## config.mk

```make
export PLATFORM = sky130hd
export DESIGN_NAME = steer_pid
export DESIGN_NICKNAME = d
export VERILOG_FILES = /design/src/rtl/steer_pkg.sv /design/src/rtl/steer_pid_sat_drive.sv /design/src/rtl/steer_pid.sv
export SDC_FILE = /design/constraint.sdc
export NUM_CORES = 1
export LEC_CHECK = 0
export CAP_MARGIN = 40
export CORE_MARGIN = 2
export CORE_UTILIZATION = 55
export DETAILED_ROUTE_END_ITERATION = 7
export PLACE_DENSITY_LB_ADDON = 0.25
export SLEW_MARGIN = 20
export SYNTH_ARGS = -nofsm -noshare
export SYNTH_HDL_FRONTEND = slang
export SYNTH_SLANG_ARGS = --single-unit
export TNS_END_PERCENT = 20
```

## constraint.sdc

```tcl
create_clock -name clk -period 2.8 [get_ports clk]
set_input_delay 0.56 -clock clk [delete_from_list [all_inputs] [get_ports clk]]
set_output_delay 0.56 -clock clk [all_outputs]
set_load 0.005 [all_outputs]
```

## src/rtl/steer_pkg.sv

```systemverilog
// Shared widths, FSM encoding and saturation helper
// for the steering PID controller.
package steer_pkg;

  localparam int ERR_W = 10;
  localparam int INT_W = 15;
  localparam int DRV_W = 12;

  typedef enum logic [1:0] {
    IDLE,
    TERMS,
    SUM,
    DRIVE
  } state_t;

  function automatic int sat_signed(
    input int value,
    input int width
  );
    int hi;
    int lo;
    hi = (1 <<< (width - 1)) - 1;
    lo = -(1 <<< (width - 1));
    if (value > hi) return hi;
    if (value < lo) return lo;
    return value;
  endfunction

endpackage

```

## src/rtl/steer_pid_sat_drive.sv

```systemverilog
// Base speed plus or minus correction,
// clamped to a signed drive word.
module sat_drive
  import steer_pkg::*;
(
  input  logic [10:0] spd,
  input  logic [16:0] corr,
  input  logic        inv,
  output logic [11:0] drv
);

  int sum;

  always_comb begin
    if (inv)
      sum = int'(spd) - int'($signed(corr));
    else
      sum = int'(spd) + int'($signed(corr));
    drv = DRV_W'(sat_signed(sum, DRV_W));
  end

endmodule

```

## src/rtl/steer_pid.sv

```systemverilog
// Multi-cycle saturating PID steering stage
// producing lft/rht drive words.
module steer_pid
  import steer_pkg::*;
#(
  parameter logic [3:0] P_COEF  = 4'd3,
  parameter logic [3:0] D_COEF  = 4'd2,
  parameter int         I_SHIFT = 4
) (
  input  logic        clk,
  input  logic        rst_n,
  input  logic        go,
  input  logic [11:0] error,
  input  logic        err_vld,
  input  logic [10:0] fwd_spd,
  output logic [11:0] lft,
  output logic [11:0] rht,
  output logic        out_vld,
  output logic        busy
);

  state_t state;

  logic signed [ERR_W-1:0] err_sat;
  logic signed [ERR_W-1:0] prev_err;
  logic signed [ERR_W-1:0] err_nxt;
  logic signed [INT_W-1:0] integ;
  logic signed [INT_W-1:0] int_nxt;
  logic signed [13:0]      p_term;
  logic signed [13:0]      p_nxt;
  logic signed [INT_W-1:0] i_term;
  logic signed [INT_W-1:0] i_nxt;
  logic signed [15:0]      d_term;
  logic signed [15:0]      d_nxt;
  logic signed [16:0]      corr;
  logic signed [16:0]      corr_nxt;
  logic [10:0]             spd;
  logic [11:0]             lft_nxt;
  logic [11:0]             rht_nxt;

  always_comb begin
    err_nxt = ERR_W'(sat_signed(
      int'($signed(error)), ERR_W));
    int_nxt = INT_W'(sat_signed(
      int'(integ) + int'(err_sat), INT_W));
    p_nxt = 14'(int'(err_sat) * int'(P_COEF));
    // I term uses the integrator value being written this cycle
    i_nxt = int_nxt >>> I_SHIFT;
    d_nxt = 16'((int'(err_sat) - int'(prev_err))
      * int'(D_COEF));
    corr_nxt = 17'(int'(p_term) + int'(i_term)
      + int'(d_term));
  end

  sat_drive u_lft (
    .spd  (spd),
    .corr (corr),
    .inv  (1'b0),
    .drv  (lft_nxt)
  );

  sat_drive u_rht (
    .spd  (spd),
    .corr (corr),
    .inv  (1'b1),
    .drv  (rht_nxt)
  );

  always_ff @(posedge clk or negedge rst_n) begin
    if (!rst_n) begin
      state    <= IDLE;
      err_sat  <= '0;
      prev_err <= '0;
      integ    <= '0;
      p_term   <= '0;
      i_term   <= '0;
      d_term   <= '0;
      corr     <= '0;
      spd      <= '0;
      lft      <= '0;
      rht      <= '0;
      out_vld  <= 1'b0;
      busy     <= 1'b0;
    end else if (!go) begin
      state    <= IDLE;
      err_sat  <= '0;
      prev_err <= '0;
      integ    <= '0;
      p_term   <= '0;
      i_term   <= '0;
      d_term   <= '0;
      corr     <= '0;
      spd      <= '0;
      lft      <= '0;
      rht      <= '0;
      out_vld  <= 1'b0;
      busy     <= 1'b0;
    end else begin
      out_vld <= 1'b0;
      unique case (state)
        IDLE: begin
          if (err_vld) begin
            err_sat <= err_nxt;
            spd     <= fwd_spd;
            busy    <= 1'b1;
            state   <= TERMS;
          end
        end
        TERMS: begin
          integ    <= int_nxt;
          p_term   <= p_nxt;
          i_term   <= i_nxt;
          d_term   <= d_nxt;
          prev_err <= err_sat;
          state    <= SUM;
        end
        SUM: begin
          corr  <= corr_nxt;
          state <= DRIVE;
        end
        DRIVE: begin
          lft     <= lft_nxt;
          rht     <= rht_nxt;
          out_vld <= 1'b1;
          busy    <= 1'b0;
          state   <= IDLE;
        end
        default: state <= IDLE;
      endcase
    end
  end

endmodule

```

[After elaboration in Yosys (flattened, before gate mapping)]
Cells that the tools add are included.
Operators by class
  add/sub/neg operators: 6
  multipliers: 1
  $lt $le $gt $ge: 8
  equality and inequality tests: 10
  muxes and demuxes: 58
  reductions and logical operators: 3
Operator list (count)
  $mux W12: 10
  $mux W15: 7
  $mux W10: 8
  $mux W11: 5
  $mux W14: 3
  $gt A18 B12 Y1 const B: 2
  $lt A18 B12 Y1 const B: 2
  $mux W17: 2
  $mux W16: 2
  $add A12 B17 Y18: 1
  $sub A12 B17 Y18: 1
  $add A16 B16 Y17: 1
  $add A14 B15 Y16: 1
  $add A15 B10 Y16: 1
  $gt A16 B15 Y1 const B: 1
  $lt A16 B15 Y1 const B: 1
  $mux W1: 16
  $mul A10 B3 Y13 const B: 1
  $gt A12 B10 Y1 const B: 1
  $lt A12 B10 Y1 const B: 1
  $sub A10 B10 Y11: 1
  $ne A2 B1 Y1 const B: 5
  $mux W9: 1
  $pmux W2 S4: 1
  other kinds (8): 11
Word-level totals
  register bits: 136
  bits of input ports: 27

[Longest topological paths before layout]
Gate-level depths: netlist of the first run.
  depth after elaboration: 8
  mapped depth: 13

[By module]
Synthesis of the first run repeated with hierarchy kept, for this count alone.
Second synthesis, totals
  cell total of the unflattened synthesis: 1105
  area, all modules: 9798.1 um2
Modules (own cells, without submodules)
  steer_pid: times used 1, cells each 739, area an instance 7165.6 um2, seq. area each 2852.7 um2
  sat_drive: times used 2, cells each 183, area an instance 1316.3 um2, seq. area each 0.0 um2

[Worst setup path after synthesis of the first run]
OpenSTA, ideal clock, no wires.
  kind: register -> register
  from: register p_term[1]
  to: register corr[15]
  library setup time: 0.077 ns
  data arrival time: 3.011 ns
  data required time: 2.723 ns
  setup slack: -0.289 ns
  cell stages (with the launch flop): 11
  path buffers: 0
  cells stage by stage: dfrtp_1 > fa_1 > ha_1 > fa_1 > a21o_1 > a21o_1 > a2111oi_0 > or4_1 > a31oi_1 > or3b_1 > a21oi_1
On the way
  cells in the longest elaborated chain, start to end: 4
Ends and longest elaborated chain
  start, declared: RTL line steer_pid.sv:29  | logic signed [13:0] p_term;
  start signal, assigned: RTL line steer_pid.sv:111  | p_term <= p_nxt;
  $add A14 B15 Y16: RTL line steer_pid.sv:51  | corr_nxt = 17'(int'(p_term) + int'(i_term)
  $add A16 B16 Y17: RTL line steer_pid.sv:52  | + int'(d_term));
  $mux W17: RTL line steer_pid.sv:100  | unique case (state)
  $mux W17: RTL line steer_pid.sv:84  | end else if (!go) begin
  end signal, assigned: RTL line steer_pid.sv:118  | corr <= corr_nxt;
  end, declared: RTL line steer_pid.sv:35  | logic signed [16:0] corr;
No other way between the ends. The select of a mux whose other input is x is not followed.
A chain may end at the register's enable or synchronous reset.

[Worst setup path after layout of the first run]
Same ends and word-level chain as after synthesis.

==> flow_summary.yaml, run 1 <==
placed_design:
  portBuffers: 52
  place_hpwl_um: 14800
  gp_congestion: 0.868
  dp.cells: 1206
  dpl_cell_area_um2: 9840
logic_synthesis:
  ys_seq_elements: 114
  synth_warnings: 0
  seq_area_frac_synth: 0.328
  synth_top_area_share: 0.328
  synth.most_common_cell: "dfrtp_1"
  ys.flop_type: "dfrtp_1"
  synth_top_cells_by_count: "dfrtp_1, nand2_1, ha_1"
  postSynthAreaPerCell_um2: 9.47
  synth_cell_type_count: 73
  synthCells: 918
  synthArstFlopShare: 1.00
  syn-num-nets: 1046
  synthTopCellsByArea: "dfrtp_1, ha_1, mux2i_1"
  synth_top_cell_by_area: "dfrtp_1"
  synth_edf_count: 0
  syn_area_um2: 8690
sta:
  tns_ns: -1.47
  drv_slew: 0
  max_slew_margin: 0.620
  fmax_mhz: 335
  finalHoldViolations: 0
  setup_viol: 19
  worst_pin_slew_ns: 0.569
  final.min_clock_period_ns: 2.98
  fin_crit_sh: 1.06
  skew_ns: 0.00850
  rsz0062_at_grt: "yes"
  finalWorstSetupSlack_ns: -0.182
clock_tree:
  hold_buffers: 0
  cts.sinks: 114
  cts_tree: "done"
  cts_root_buf: "clkbuf_16"
  clk_latency_ns: 0.42
  clk_pin_slew_ns: 0.05
  ctsLongestPathBuffers: 2
  cts_made_buffers: 17
  h-tree-depth: 4
cells_and_area:
  regArea_um2: 2850
  synthToLayoutAreaGrowth_pct: 26.3
  drive_above_1_share: 0.192
  multiInputGateArea_um2: 5760
  final_area_um2: 11000
  n_fill_cell: 1142
  fin_cells: 1254
  antenna_cells: 0
  fin_nets: 1158
min_path:
  holdCritPathClass: "input pin to async pin"
run_status:
  status: "finished with violations"
  violations: "negative setup slack"
die:
  die_x_um: 130
  floorplan.initialDensity: 0.567
  die_area_um2: 16800
  core_area_um2: 15300
  fp.dieH_um: 130
  design.portCount: 53
  rows: 45
grt:
  grt_pass1_vias: 7019
  grt_usage: 0.250
  grt_antenna_before_repair: 0
  grt_pass1_wl_um: 33400
  grt_max_degree: 50
  grt-ovfl-total: 0
power_and_ir_drop:
  irDropWorstVdd_mv: 0.609
  p_per_area_nw_per_um2: 850
  p_total_mw: 9.33
  p_leak_nw: 5.11
worst_setup_path:
  path_buf_inv: 0
  startpoint_type: "register"
  critPathSlowestCell: "fa_1"
  path_cells: "fa_1 > ha_2 > fa_2 > a21o_1 > a21o_1 > a2111oi_4 > or4_4 > a31oi_4 > or3b_1 > a21oi_2"
  critPathMaxStageDelay_ns: 0.50
  crit_path_frequent_cell: "a21o_1"
  crit_type: "register to register"
  worst-path-max-fanout: 2
  crit_family: "adder cells"
  crit_arrival_ns: 3.33
  cp.required_ns: 3.15
  end_kind: "register"
flow_run:
  max_cap_viol_count: 0
detailed_routing:
  drc: 0
  finalWirelength_um: 20900
  drt-pass1-iter-count: 5
  routed_via_density: 5.69
  drtIter0Drc: 478
  ant_nets: 0
  wl_per_cell_um: 16.6
  vias: 7139
layer usage:
layer,up-vias,share of wire,global-route usage
met4,0,0.021,0.0778
met1,3472,0.43,0.314
met5,-,0,0
met3,32,0.038,0.0459
li1,3458,-,-
met2,177,0.51,0.440
state kept, by name, summed over array words and instances, names as in the netlist:
signal	flops
p_term	12
corr	17
busy	1
i_term	1
lft	12
integ	14
err_sat	10
out_vld	1
prev_err	10
state	2
d_term	11
spd	11
rht	12
where the power goes:
group	switching, mW	total, mW	internal [mW]
clock network	0.764	2.45	1.68
logic	2.48	4.60	2.12
registers	0.322	2.29	1.96
total	3.57	9.33	5.76
path summary, 6_finish.rpt:
check                                        to                  start  slack (ns)  depth (start not counted)
min in group clk             lft[0]$_DFFE_PN0N_     lft[0]$_DFFE_PN0N_        0.49                          2
max reg2reg                corr[15]$_DFFE_PN0P_  p_term[1]$_DFFE_PN0P_       -0.18                         10
min reg2reg                  lft[0]$_DFFE_PN0N_     lft[0]$_DFFE_PN0N_        0.49                          2
max                        corr[15]$_DFFE_PN0P_  p_term[1]$_DFFE_PN0P_       -0.18                         10
max in group asynchronous    lft[4]$_DFFE_PN0N_                  rst_n        1.95                          2
min                        corr[11]$_DFFE_PN0P_                  rst_n        0.14                          1
metrics by stage:
step / worst slack [ns] / util / hold slack [ns]
2_1_floorplan: -0.0244 / - / 0.264
3_3_place_gp: -0.154 / 0.642 / 0.470
3_5_place_dp: -0.240 / 0.642 / 0.471
4_1_cts: -0.188 / 0.691 / 0.148
5_1_grt: -0.280 / 0.717 / 0.181
6_report: -0.182 / 0.717 / 0.138
placed cells by master (no fill, tap or decap), types with 6 or more instances in the layout:
cell type and instances:
ha_4 6, nand2b_1 9, inv_1 51, nor2_1 59, nor3_1 12, or3_1 6
mux2i_1 41, o21ai_0 34, a21oi_1 39, xnor2_1 38, a21o_1 16, nand3_1 10
a21oi_2 6, xor2_1 14, nand2_1 98, dfrtp_1 113, and2_1 9, o211ai_1 7
clkbuf_16 19, bufinv_16 6, ha_1 72, fa_1 14, nor2b_1 57, a21boi_0 14
a221o_1 12, clkdlybuf4s50_1 50, buf_4 72, o211ai_2 20
layout make-up:
| type | instances | share of cell area |
|---|---|---|
| clock buffer | 21 | 0.0410 |
| clock inverter | 11 | 0.0189 |
| inverter | 55 | 0.0190 |
| multi-input combinational | 709 | 0.525 |
| sequential | 114 | 0.260 |
| tap | 211 | 0.0241 |
| timing repair buffer | 133 | 0.112 |
kinds of logic (layout without fill, tap and decap cells):
family                     count (synthesis)  count (layout)  synth area share
xor gates and xnor gates                  53              53            0.0534
muxes                                     43              43            0.0497
and+or+nand+nor                          293             293             0.166
buffers and inverters                     95             220            0.0458
adders and majority gates                101             101             0.161
AOI/OAI and AO/OA                        219             219             0.195
DFF                                      114             114             0.328
what timing repair did:
item,in CTS,in global routing
cloned,0,2
setup endpoints to repair,46,55
pin swaps,10,35
gates resized for setup,15,51
buffers inserted,1,13
Note: power is estimated with default switching activity, not from simulation.
==> run 2: changes to the inputs <==
--- a/config.mk
+++ b/config.mk
@@ -7,7 +7,7 @@
 export LEC_CHECK = 0
 export CAP_MARGIN = 40
 export CORE_MARGIN = 2
-export CORE_UTILIZATION = 55
+export CORE_UTILIZATION = 25
 export DETAILED_ROUTE_END_ITERATION = 7
 export PLACE_DENSITY_LB_ADDON = 0.25
 export SLEW_MARGIN = 20
==> run 2 against run 1 <==
Highest routed layer unchanged; critical path depth did not move; flip-flop and latch count is the same; fmax rose by 1.5%; hold slack worse by 0.094 ns; register-to-register slack improved by 0.04 ns; final area rose by 2.5%; the flow still finishes with violations (negative setup slack); count of clock-buffer cells in the layout up 1; core utilization is 39 points lower; via count decreased by 2.9%; total power grew 0.81%.
==> flow_summary.yaml, run 2 (synthesis results as in run 1) <==
cells_and_area:
  drive_above_1_share: 0.197
  largestRegisters: "corr: 17 flops, integ: 14 flops"
  final_area_um2: 11200
  utilization: 0.327
  layout_commonest_cell: "dfrtp_1"
  synthToLayoutAreaGrowth_pct: 29.4
  largest_reg_flops: 17
  fin_nets: 1177
  layout_common_cells: "dfrtp_1, nand2_1, buf_4"
  antenna_cells: 0
  largest-register: "corr"
placed_design:
  dpl_cell_area_um2: 10300
  place_hpwl_um: 18100
  portBuffers: 52
  gp_congestion: 0.847
  dp_slack_ns: -0.194
die:
  fp.dieH_um: 190
  design.portCount: 53
  rows: 68
  die_area_um2: 36300
  floorplan.initialDensity: 0.253
  core_area_um2: 34400
  die_x_um: 190
worst_setup_path:
  path_buf_inv: 0
  crit_path_frequent_cell: "a21o_1"
  startpoint_type: "register"
  worst-path-max-fanout: 2
  crit_arrival_ns: 3.29
  end_kind: "register"
  cp.required_ns: 3.15
  critPathMaxStageDelay_ns: 0.48
  regToRegSetupSlack_ns: -0.14
  critPathSlowestCell: "fa_1"
  path_cells: "fa_1 > ha_2 > fa_2 > a21o_1 > a21o_1 > a2111oi_4 > or4_4 > a31oi_4 > or3b_1 > a21oi_2"
  crit_type: "register to register"
  crit_family: "adder cells"
sta:
  rsz0062_at_grt: "yes"
  finalHoldViolations: 0
  drv_slew: 0
  setup_viol: 13
  max_slew_margin: 0.686
  final.min_clock_period_ns: 2.94
  worst_pin_slew_ns: 0.471
  skew_ns: 0.0127
  finalWorstSetupSlack_ns: -0.137
  fin_crit_sh: 1.05
  fmax_mhz: 341
clock_tree:
  cts_root_buf: "clkbuf_16"
  ctsLongestPathBuffers: 2
  cts_tree: "done"
  h-tree-depth: 4
  clk_latency_ns: 0.42
  cts.sinks: 114
  hold_buffers: 0
  cts_made_buffers: 17
  clk_pin_slew_ns: 0.06
grt:
  grt_antenna_before_repair: 0
  grt-ovfl-total: 0
  grt_pass1_wl_um: 38500
  grt_usage: 0.136
  grt_pass1_vias: 7108
  grt_max_degree: 62
min_path:
  holdCritPathClass: "input pin to async pin"
power_and_ir_drop:
  p_per_area_nw_per_um2: 836
  irDropWorstVdd_mv: 0.463
  p_leak_nw: 5.18
run_status:
  violations: "negative setup slack"
  status: "finished with violations"
detailed_routing:
  drtIter0Drc: 324
  vias: 6929
  routed_via_density: 4.57
  drc: 0
  finalWirelength_um: 23300
  drt-pass1-iter-count: 4
  ant_nets: 0
  wl_per_cell_um: 15.4
flow_run:
  max_cap_viol_count: 0
-- run 2: worst reg2reg max path: cells and delay by family, from the launching register on --
family | cells | cell delay [ns]
simple gates | 2 | 0.57
compound gates | 5 | 0.87
fa+ha+maj | 3 | 1.02
flops | 1 | 0.39
-- run 2: area by class of cell --
type	instances	area, um^2
repair buffers	152	1340
multi-input cells	709	5620
clock buffers	22	484
clock inverters	10	178
flip-flops and latches	114	2850
inverters	55	206
fillers	3572	23100
well taps	455	569
-- run 2: metal layers --
layer  up-vias  routed length, um  GRT usage
met1      3325              11300      0.178
met4         0                317     0.0346
met3        16                494     0.0237
li1       3504                  -          -
met2        84              11300      0.232
met5         -                  0          0
-- run 2: where the power goes --
part	total, mW	internal [mW]	switching [mW]
sequential	2.29	1.96	0.326
combinational	4.64	2.15	2.49
clock	2.48	1.67	0.808
-- run 2: stage by stage --
step                hold WS (ns)  instances  setup TNS [ns]  power, mW
finish                    0.0439       1517          -0.403       9.40
global route              0.0473       1517           -5.10       10.1
CTS                       0.0412       1509          -0.304       9.47
detailed placement         0.476       1474           -3.56       6.83
global placement           0.474       1474           -2.16       6.82
floorplan                  0.264        918         -0.0244       5.31
-- run 2: final timing paths --
check	startpoint	endpoint	cells past startpoint
worst min-delay path	rst_n	rht[11]$_DFFE_PN0N_	1
max in group asynchronous	rst_n	spd[8]$_DFFE_PN0P_	2
worst max-delay path	p_term[1]$_DFFE_PN0P_	corr[15]$_DFFE_PN0P_	10
min in group clk	rht[1]$_DFFE_PN0N_	rht[1]$_DFFE_PN0N_	2
worst max register to register	p_term[1]$_DFFE_PN0P_	corr[15]$_DFFE_PN0P_	10
worst min register to register	rht[1]$_DFFE_PN0N_	rht[1]$_DFFE_PN0N_	2
-- run 2: repair_timing --
item | in CTS | in global routing
hold endpoints to repair | 0 | 0
endpoints found under the setup margin | 43 | 54
buffers inserted | 3 | 8
resized for setup | 23 | 19
pin swaps | 13 | 25
==> run 3: changes to the inputs <==
--- a/config.mk
+++ b/config.mk
@@ -13,5 +13,6 @@
 export SLEW_MARGIN = 20
 export SYNTH_ARGS = -nofsm -noshare
 export SYNTH_HDL_FRONTEND = slang
+export SYNTH_HIERARCHICAL = 1
 export SYNTH_SLANG_ARGS = --single-unit
 export TNS_END_PERCENT = 20
==> run 3 against run 2 <==
The flow still finishes with violations (negative setup slack); final cell count up 23%; routed wire length up 21%; setup slack worse by 0.69 ns; fmax down 19%; via count up 27%; flip-flop and latch count unchanged; die area up 12%; largest cell class unchanged; synthesized area up 13%; final area up 18%; synthesized cell count up 20%.
==> flow_summary.yaml, run 3 <==
worst_setup_path:
  regToRegSetupSlack_ns: -0.83
  worst-path-max-fanout: 6
  crit_type: "register to register"
  crit_arrival_ns: 3.93
  startpoint_type: "register"
  rr_worst_depth: 18
  end_kind: "register"
  worst_r2r_endpoint: "lft[7]$_DFFE_PN0N_"
  cp.required_ns: 3.10
  timing.rr.start: "corr[1]$_DFFE_PN0P_"
sta:
  max_slew_margin: 0.510
  skew_ns: 0.00906
  fin_crit_sh: 1.30
  rsz0062_at_grt: "yes"
  final.min_clock_period_ns: 3.63
  drv_slew: 0
  fmax_mhz: 276
  worst_pin_slew_ns: 0.729
  finalWorstSetupSlack_ns: -0.827
  finalHoldViolations: 0
  setup_viol: 23
logic_synthesis:
  ys.flop_type: "dfrtp_1"
  synth_top_area_share: 0.291
  synth_cell_type_count: 81
  synth_edf_count: 0
  synthCells: 1105
  ys_seq_elements: 114
  synthTopCellsByArea: "dfrtp_1, ha_1, mux2i_1"
  synth.most_common_cell: "nor2_1"
  synth_top_cell_by_area: "dfrtp_1"
  synth_warnings: 6
  postSynthAreaPerCell_um2: 8.87
  syn_area_um2: 9800
  synthArstFlopShare: 1.00
  synth_top_cells_by_count: "nor2_1, dfrtp_1, a21oi_1, ha_1, nand2_1"
  seq_area_frac_synth: 0.291
cells_and_area:
  drive_above_1_share: 0.248
  largest-register: "corr"
  fin_nets: 1462
  layout_commonest_cell: "buf_4"
  n_fill_cell: 4016
  synthToLayoutAreaGrowth_pct: 35.7
  largest_reg_flops: 17
  fin_cells: 1863
  layout_common_cells: "buf_4, nor2_1, dfrtp_1"
  largestRegisters: "corr: 17 flops, integ: 14 flops"
  final_area_um2: 13300
  antenna_cells: 0
die:
  floorplan.initialDensity: 0.254
  die_x_um: 202
  fp.dieH_um: 202
  design.portCount: 53
  core_area_um2: 38600
  rows: 72
  die_area_um2: 40800
clock_tree:
  clk_pin_slew_ns: 0.06
  h-tree-depth: 4
  ctsLongestPathBuffers: 2
  cts_root_buf: "clkbuf_16"
  cts.sinks: 114
  cts_made_buffers: 17
  cts_tree: "done"
  clk_latency_ns: 0.43
  hold_buffers: 0
detailed_routing:
  routed_via_density: 4.72
  ant_nets: 0
  finalWirelength_um: 28100
  vias: 8799
  drt-pass1-iter-count: 4
  wl_per_cell_um: 15.1
  drc: 0
  drtIter0Drc: 269
placed_design:
  dp.cells: 1812
  dp_slack_ns: -0.944
  gp_congestion: 0.846
  place_hpwl_um: 21600
  portBuffers: 52
  dpl_cell_area_um2: 12200
grt:
  grt_usage: 0.141
  grt-ovfl-total: 0
  grt_pass1_wl_um: 46400
  grt_pass1_vias: 8947
  grt_antenna_before_repair: 0
  grt_max_degree: 39
run_status:
  status: "finished with violations"
  violations: "negative setup slack"
flow_run:
  max_cap_viol_count: 0
min_path:
  holdCritPathClass: "input pin to async pin"
## run 3: cell types whose count changed after synthesis, sizes merged, moves of 12 or more
cell,previous run,this run
a21oi,46,91
nor2,59,126
nand2,98,81
xnor2,39,54
nor3,14,34
a211oi,3,15
nor2b,57,11
mux2i,42,58
a21o,17,31
a21boi,16,2
o211ai,27,9
o21ai,40,81
## run 3: worst max-delay path, cell delays in order (launching register included)
cell and delay, ns:
dfrtp_2 0.42, inv_2 0.06, ha_4 0.16, buf_4 0.12, nor2_1 0.10, xnor2_1 0.09, ha_1 0.32, o21a_1 0.13
o31ai_2 0.10, a2111oi_4 0.47, o31ai_4 0.10, buf_6 0.14, or4_4 0.53, nand3_2 0.11, o32ai_4 0.12, buf_6 0.16
a31o_1 0.18, mux2i_1 0.14, nor2_1 0.05
## run 3: per-layer routing
metal,vias up,part of all wire,global-route usage
met4,0,0.013,0.0320
met5,-,0,0
met3,27,0.025,0.0232
met1,4244,0.46,0.177
li1,4433,-,-
met2,95,0.50,0.252
## run 3: kinds of logic after synthesis
group	after synthesis	synth area share
buffers and inverters	93	0.0430
muxes	58	0.0593
other	2	0.000766
and+or+nand+nor	346	0.172
xor gates and xnor gates	73	0.0653
adders and majority gates	103	0.145
AOI/OAI and AO/OA	316	0.223
DFF	114	0.291
## run 3: worst max-delay path by stage
stage	startpoint	slack, ns	depth (start not counted)	to
floorplan	corr[5]$_DFFE_PN0P_	-0.62	15	lft[7]$_DFFE_PN0N_
global route	corr[0]$_DFFE_PN0P_	-1.07	19	lft[7]$_DFFE_PN0N_
finish	corr[1]$_DFFE_PN0P_	-0.83	18	lft[7]$_DFFE_PN0N_
global placement	corr[0]$_DFFE_PN0P_	-0.88	15	lft[7]$_DFFE_PN0N_
detailed placement	corr[0]$_DFFE_PN0P_	-0.94	15	lft[7]$_DFFE_PN0N_
CTS	corr[0]$_DFFE_PN0P_	-0.79	19	lft[7]$_DFFE_PN0N_
## run 3: layout make-up
type | instances | area [um^2] | share of cell area
Multi-Input combinational cell | 908 | 6940 | 0.522
Sequential cell | 114 | 2860 | 0.215
Inverter | 49 | 184 | 0.0138
Timing Repair Buffer | 242 | 2010 | 0.151
Clock inverter | 14 | 225 | 0.0169
Tap cell | 518 | 648 | 0.0487
Clock buffer | 18 | 429 | 0.0323
## run 3: timing repair
item                       4_1_cts  5_1_grt
buffers inserted                13        4
resized for setup               48       27
gates cloned                     2        0
setup endpoints to repair       39       46
pin swaps                       17        9
## run 3: through the flow
step | setup TNS [ns] | util | hold slack, ns
floorplan | -9.70 | - | 0.264
global placement | -17.82 | 0.315 | 0.496
detailed placement | -18.96 | 0.315 | 0.498
CTS | -14.03 | 0.340 | 0.133
global route | -19.24 | 0.344 | 0.150
finish | -14.75 | 0.344 | 0.121
Power of run 3 is not shown: default switching activity piles up to over one toggle a cycle in this logic, so the estimate is an artifact.
